--- src/rtl/cpu_pkg.sv ---
// Shared definitions for the MEM/WB stage: FSM encoding, the captured
// memory command, widths and the default acknowledge timeout.
package cpu_pkg;

  localparam int ACK_TIMEOUT_DEFAULT = 16;
  localparam int XLEN                = 32;
  localparam int REG_AW              = 5;
  localparam int CNT_W               = 8;

  typedef enum logic [1:0] {
    ST_IDLE = 2'd0,
    ST_WAIT = 2'd1,
    ST_DONE = 2'd2
  } mem_state_e;

  // Request captured on entry to WAIT and held stable on the memory port.
  typedef struct packed {
    logic            we;
    logic [XLEN-1:0] addr;
    logic [XLEN-1:0] wdata;
  } mem_cmd_t;

  // An instruction needs the data memory if it reads or writes it.
  function automatic logic is_mem_op(input logic rd, input logic wr);
    return rd | wr;
  endfunction

endpackage

--- src/rtl/mem_wb_reg.sv ---
// MEM/WB pipeline register. A stalled edge inserts a bubble by clearing
// the write-back controls while keeping the payload fields unchanged.
module mem_wb_reg
  import cpu_pkg::*;
(
  input  logic              clk_i,
  input  logic              rst_i,
  input  logic              stall_i,
  input  logic              kill_wr_i,
  input  logic              RegWrite_i,
  input  logic              MemtoReg_i,
  input  logic [REG_AW-1:0] Rd_i,
  input  logic [XLEN-1:0]   ALUResult_i,
  input  logic [XLEN-1:0]   ReadData_i,
  output logic              RegWrite_o,
  output logic              MemtoReg_o,
  output logic [REG_AW-1:0] Rd_o,
  output logic [XLEN-1:0]   ALUResult_o,
  output logic [XLEN-1:0]   ReadData_o
);

  logic              reg_write_q;
  logic              mem_to_reg_q;
  logic [REG_AW-1:0] rd_q;
  logic [XLEN-1:0]   alu_result_q;
  logic [XLEN-1:0]   read_data_q;

  // Load the instruction when not stalled, otherwise load a bubble.
  always_ff @(posedge clk_i or negedge rst_i) begin
    if (!rst_i) begin
      reg_write_q  <= 1'b0;
      mem_to_reg_q <= 1'b0;
      rd_q         <= '0;
      alu_result_q <= '0;
      read_data_q  <= '0;
    end else if (stall_i) begin
      reg_write_q  <= 1'b0;
      mem_to_reg_q <= 1'b0;
    end else begin
      // An aborted access must never write the register file.
      reg_write_q  <= RegWrite_i & ~kill_wr_i;
      mem_to_reg_q <= MemtoReg_i;
      rd_q         <= Rd_i;
      alu_result_q <= ALUResult_i;
      read_data_q  <= ReadData_i;
    end
  end

  assign RegWrite_o  = reg_write_q;
  assign MemtoReg_o  = mem_to_reg_q;
  assign Rd_o        = rd_q;
  assign ALUResult_o = alu_result_q;
  assign ReadData_o  = read_data_q;

endmodule

--- src/rtl/mem_wb_stage.sv ---
// MEM stage with a handshaked data-memory port, acknowledge timeout and
// pipeline stall, feeding the MEM/WB register.
module mem_wb_stage
  import cpu_pkg::*;
#(
  parameter int ACK_TIMEOUT = ACK_TIMEOUT_DEFAULT
) (
  input  logic              clk_i,
  input  logic              rst_i,
  input  logic              RegWrite_i,
  input  logic              MemtoReg_i,
  input  logic              MemRead_i,
  input  logic              MemWrite_i,
  input  logic [REG_AW-1:0] Rd_i,
  input  logic [XLEN-1:0]   ALUResult_i,
  input  logic [XLEN-1:0]   DATAWr_i,
  output logic              mem_req_o,
  output logic              mem_we_o,
  output logic [XLEN-1:0]   mem_addr_o,
  output logic [XLEN-1:0]   mem_wdata_o,
  input  logic              mem_ack_i,
  input  logic [XLEN-1:0]   mem_rdata_i,
  output logic              stall_o,
  output logic              RegWrite_o,
  output logic              MemtoReg_o,
  output logic [REG_AW-1:0] Rd_o,
  output logic [XLEN-1:0]   ALUResult_o,
  output logic [XLEN-1:0]   ReadData_o,
  output logic              mem_err_o
);

  // Last WAIT cycle index; an unacknowledged request aborts there.
  localparam logic [CNT_W-1:0] CNT_LAST = CNT_W'(ACK_TIMEOUT - 1);

  mem_state_e       state_q, state_d;
  logic [CNT_W-1:0] cnt_q, cnt_d;
  mem_cmd_t         cmd_q, cmd_d;
  logic [XLEN-1:0]  rdata_q, rdata_d;
  logic             abort_q, abort_d;
  logic             err_q, err_d;

  logic             mem_op;
  logic             req;
  logic             stall;
  logic             wb_kill;
  logic [XLEN-1:0]  wb_rdata;

  assign mem_op = is_mem_op(MemRead_i, MemWrite_i);

  // State register.
  always_ff @(posedge clk_i or negedge rst_i) begin
    if (!rst_i) begin
      state_q <= ST_IDLE;
    end else begin
      state_q <= state_d;
    end
  end

  // Next-state logic: ack wins over timeout in the final WAIT cycle.
  always_comb begin
    state_d = state_q;
    case (state_q)
      ST_IDLE: if (mem_op) state_d = ST_WAIT;
      ST_WAIT: if (mem_ack_i || (cnt_q == CNT_LAST)) state_d = ST_DONE;
      ST_DONE: state_d = ST_IDLE;
      default: state_d = ST_IDLE;
    endcase
  end

  // FSM outputs: request only in WAIT; stall while the access is pending.
  always_comb begin
    req   = (state_q == ST_WAIT);
    stall = (state_q == ST_WAIT) || ((state_q == ST_IDLE) && mem_op);
  end

  // Datapath next state: command capture, timeout counter, load data, error.
  always_comb begin
    cnt_d   = cnt_q;
    cmd_d   = cmd_q;
    rdata_d = rdata_q;
    abort_d = abort_q;
    err_d   = err_q;
    case (state_q)
      ST_IDLE: begin
        if (mem_op) begin
          // A simultaneous read and write is issued as a write.
          cmd_d.we    = MemWrite_i;
          cmd_d.addr  = ALUResult_i;
          cmd_d.wdata = DATAWr_i;
          cnt_d       = '0;
          rdata_d     = '0;
          abort_d     = 1'b0;
        end
      end
      ST_WAIT: begin
        if (mem_ack_i) begin
          if (!cmd_q.we) rdata_d = mem_rdata_i;
        end else if (cnt_q == CNT_LAST) begin
          abort_d = 1'b1;
          err_d   = 1'b1;
        end else begin
          cnt_d = cnt_q + 1'b1;
        end
      end
      default: ;
    endcase
  end

  // Datapath registers; the error flag only ever sets until reset.
  always_ff @(posedge clk_i or negedge rst_i) begin
    if (!rst_i) begin
      cnt_q   <= '0;
      cmd_q   <= '0;
      rdata_q <= '0;
      abort_q <= 1'b0;
      err_q   <= 1'b0;
    end else begin
      cnt_q   <= cnt_d;
      cmd_q   <= cmd_d;
      rdata_q <= rdata_d;
      abort_q <= abort_d;
      err_q   <= err_d;
    end
  end

  // Write-back payload: load data only leaves the stage from DONE.
  always_comb begin
    wb_rdata = (state_q == ST_DONE) ? rdata_q : '0;
    wb_kill  = (state_q == ST_DONE) && abort_q;
  end

  mem_wb_reg u_mem_wb_reg (
    .clk_i       (clk_i),
    .rst_i       (rst_i),
    .stall_i     (stall),
    .kill_wr_i   (wb_kill),
    .RegWrite_i  (RegWrite_i),
    .MemtoReg_i  (MemtoReg_i),
    .Rd_i        (Rd_i),
    .ALUResult_i (ALUResult_i),
    .ReadData_i  (wb_rdata),
    .RegWrite_o  (RegWrite_o),
    .MemtoReg_o  (MemtoReg_o),
    .Rd_o        (Rd_o),
    .ALUResult_o (ALUResult_o),
    .ReadData_o  (ReadData_o)
  );

  assign mem_req_o   = req;
  assign mem_we_o    = cmd_q.we;
  assign mem_addr_o  = cmd_q.addr;
  assign mem_wdata_o = cmd_q.wdata;
  assign stall_o     = stall;
  assign mem_err_o   = err_q;

endmodule

--- config.mk ---
export PLATFORM = sky130hd
export DESIGN_NAME = mem_wb_stage
export DESIGN_NICKNAME = d
export VERILOG_FILES = /design/src/rtl/cpu_pkg.sv /design/src/rtl/mem_wb_reg.sv /design/src/rtl/mem_wb_stage.sv
export SDC_FILE = /design/constraint.sdc
export NUM_CORES = 1
export LEC_CHECK = 0
export BUFFER_PORTS_ARGS = -buffer_cell sky130_fd_sc_hd__buf_4
export CAP_MARGIN = 20
export CORE_MARGIN = 2
export CORE_UTILIZATION = 51
export CTS_BUF_LIST = sky130_fd_sc_hd__clkbuf_4 sky130_fd_sc_hd__clkbuf_8
export DETAILED_ROUTE_END_ITERATION = 6
export HOLD_SLACK_MARGIN = 0.06
export PLACE_DENSITY = 0.82
export SYNTH_ARGS = -nofsm -noshare
export SYNTH_HDL_FRONTEND = slang
export SYNTH_SLANG_ARGS = --single-unit
--- constraint.sdc ---
create_clock -name clk_i -period 2.7 [get_ports clk_i]
set_input_delay 0.405 -clock clk_i [delete_from_list [all_inputs] [get_ports clk_i]]
set_output_delay 0.405 -clock clk_i [all_outputs]
set_load 0.005 [all_outputs]
==> results_dict.tcl <==
set metrics [dict create \
    crit_chain "nand2b_1 > nand2_2 > buf_4" \
    boundaryPins 247 \
    p_switching_mw 3.50 \
    fin_setup_tns_ns 0 \
    portBuffers 246 \
    worstPathArrival_ns 1.90 \
    synth_edf_count 0 \
    drc 0 \
    maxCapViolations 0 \
    synth_cell_types 34 \
    p_int_mw 6.84 \
    dieHeight_um 119 \
    ys_seq_area_share_pct 67.2 \
    clk_path_buf_depth 2 \
    antenna_found_initial 0 \
    drtIter0Drc 395 \
    grt_pass1_vias 5366 \
    die_x_um 119 \
    timing.final.crit_share_pct 85.3 \
    root_buffer "clkbuf_8" \
    relSlewSlack_pct 49.6 \
    hold_path_class "input port to register" \
    drive_gt1_share_pct 36.7 \
    r2r-start "cnt_q[0]$_DFFE_PN0P_" \
    dr.pass1.iters 5 \
    grt_pass1_wl_mm 27.6 \
    area_delta_synth_final_pct 37.4 \
    clk_latency_ns 0.45 \
    synth_ff_type "dfrtp_1" \
    grt_setup_unrepaired "no" \
    die_area_um2 14100 \
    rows 41 \
    cts_setup_buffers 0 \
    syn_nets 674 \
    postCtsResizedCells 0 \
    rrSetupSlack_ns 0.71 \
    setup_violations 0 \
    cpPeakStageDelay_ns 0.41 \
    swShare_pct 33.8 \
    clkSlewWorstSetupHoldPaths_ns 0.09 \
    combPwrFrac_pct 38.2 \
    pwr-share-seq_pct 43.1 \
    worst_slew_pin_slew_ns 0.757 \
    power_density_nw_per_um2 1120 \
    path_max_fanout 19 \
    slowest_stage "nand2_2" \
    final_max_slew_viol_count 0 \
    multi_input_area_um2 2060 \
    start_kind "register" \
    hold_buffers 1 \
    finalHoldViolCount 0 \
    synth_area_per_cell_um2 11.9 \
    place.gp.congestion 0.831 \
    diodes 0 \
    wl_per_cell_um 17.2 \
    status "completed" \
    cp-endpoint "stall_o" \
    crit_path_end_kind "output port" \
    place_area_um2 8760 \
    ys_warn_count 0 \
    dp_hpwl_mm 12.2 \
    vdd_drop_max_v 0.000809 \
    path_buf_inv 1 \
    worstSetupPathDepth 3 \
    yosys_register_bits 180 \
    synth_top_area_cell "dfrtp_1" \
    viasPerCell 5.25 \
    ff2ff_path_depth 5 \
    htree_levels 4 \
    setup.worst_path.start "state_q[1]$_DFFE_PN0P_" \
    pwr-share-clk_pct 18.7 \
    setup.worst_path.class "register to output port" \
    synth_commonest_cells "nand2_1 (201), dfrtp_1 (180), a22o_1 (64)" \
    overflow 0 \
    cp.required_ns 2.30 \
    synthCells 565 \
    cp_top_family "simple AND/OR/NAND/NOR gates" \
    design_area_um2 9210 \
    ys_async_sr_fraction_pct 100 \
    num-fill-cells 881 \
    fmaxAchievable_ghz 0.434 \
    grt_start_max_net_pins 72 \
    synth_area_leaders "dfrtp_1 (67%), nand2_1 (11%), a22o_1 (8.4%)" \
    via_count 5228 \
    reg2reg_to "cnt_q[7]$_DFFE_PN0P_" \
    syn_area_um2 6700 \
    ant_nets 0 \
    cts_tree "yes" \
    cts_inserted_buffers 17 \
    initial_core_util_pct 52.7 \
    finClkSkew_ns 0.0135 \
    clock-sinks 180 \
    synth_most_common_cell "nand2_1" \
    design.core.area_um2 12700 \
    wl_mm 17.2 \
    regArea_um2 4500 \
    final_nets 919 \
    grt_usage_pct 24.9 \
    fin_crit_ns 2.30 \
    leakage_nw 4.87 \
    synth_top_cell_area_share_pct 67.2 \
]
## worst min-delay path, stage by stage
cell and delay [ns]:
buf_4 0.07, nand2_1 0.04, nand2_1 0.04
## per-stage QoR
stage	power [mW]	setup slack (ns)	instances	hold slack, ns	util, %
after floorplan	6.22	0.739	565	0.109	-
after global placement	8.28	0.799	962	0.415	68.9
after detailed placement	8.49	0.733	962	0.421	68.9
after CTS	10.4	0.370	995	0.119	72.4
after global routing	11.0	0.286	995	0.117	72.4
final	10.3	0.396	995	0.145	72.4
## metal layers
metal | wire length [um] | global-route usage (%) | vias to the layer above
met1 | 6760 | 31.0 | 2597
li1 | - | - | 2386
met3 | 1060 | 5.69 | 34
met5 | 0 | 0 | -
met4 | 478 | 10.0 | 0
met2 | 8860 | 42.0 | 211
## logic make-up after synthesis
| family | share of synthesized area (%) |
|---|---|
| adders and majority gates | 0.187 |
| xor gates and xnor gates | 0.131 |
| and+or+nand+nor | 13.6 |
| muxes | 6.22 |
| DFF | 67.2 |
| AOI/OAI and AO/OA | 10.3 |
| buffers and inverters | 2.33 |
## layout by cell type (no fill, tap or decap), types with 3 or more instances in the layout
cell / netlist / routed
dfrtp_1: 180 / 180
clkbuf_8: 0 / 20
a21oi_1: 3 / 3
nor2_1: 6 / 5
nand3_1: 6 / 6
clkinvlp_4: 0 / 5
mux2_1: 36 / 36
nand2_1: 201 / 200
buf_4: 0 / 256
bufinv_16: 0 / 3
a22o_1: 64 / 64
## power groups by stage
stage | Sequential [mW] | Clock, mW | Combinational (mW)
2_1_floorplan | 4.46 | 0 | 1.76
3_3_place_gp | 4.45 | 0 | 3.84
3_5_place_dp | 4.50 | 0 | 3.99
4_1_cts | 4.45 | 1.96 | 4.00
5_1_grt | 4.57 | 2.08 | 4.31
6_report | 4.46 | 1.93 | 3.95
## how the worst min path moves through the flow
stage / from / end / slack [ns] / depth (start not counted)
global route: DATAWr_i[16] / mem_wdata_o[16]$_DFFE_PN0P_ / 0.12 / 3
finish: DATAWr_i[27] / mem_wdata_o[27]$_DFFE_PN0P_ / 0.15 / 3
floorplan: rst_i / abort_q$_DFFE_PN0P_ / 0.11 / 0
CTS: DATAWr_i[27] / mem_wdata_o[27]$_DFFE_PN0P_ / 0.12 / 3
detailed placement: rst_i / u_mem_wb_reg.ALUResult_o[4]$_DFFE_PN0N_ / 0.42 / 1
global placement: rst_i / mem_wdata_o[24]$_DFFE_PN0P_ / 0.41 / 1
## registers in the layout (all words and copies together) (netlist names)
register,flops
rdata_q,32
mem_addr_o,32
mem_err_o,1
u_mem_wb_reg.ReadData_o,32
state_q,2
u_mem_wb_reg.Rd_o,5
u_mem_wb_reg.ALUResult_o,32
cnt_q,8
u_mem_wb_reg.MemtoReg_o,1
mem_wdata_o,32
abort_q,1
mem_we_o,1
u_mem_wb_reg.RegWrite_o,1
## area by class of cell
class,count,area share (%)
multi-input combinational,349,22.4
tap,172,2.34
sequential,180,48.9
inverter,2,0.0815
timing repair buffer,260,21.5
clock buffer,21,3.07
clock inverter,11,1.63
No activity file was read; power rests on OpenSTA's default activity.
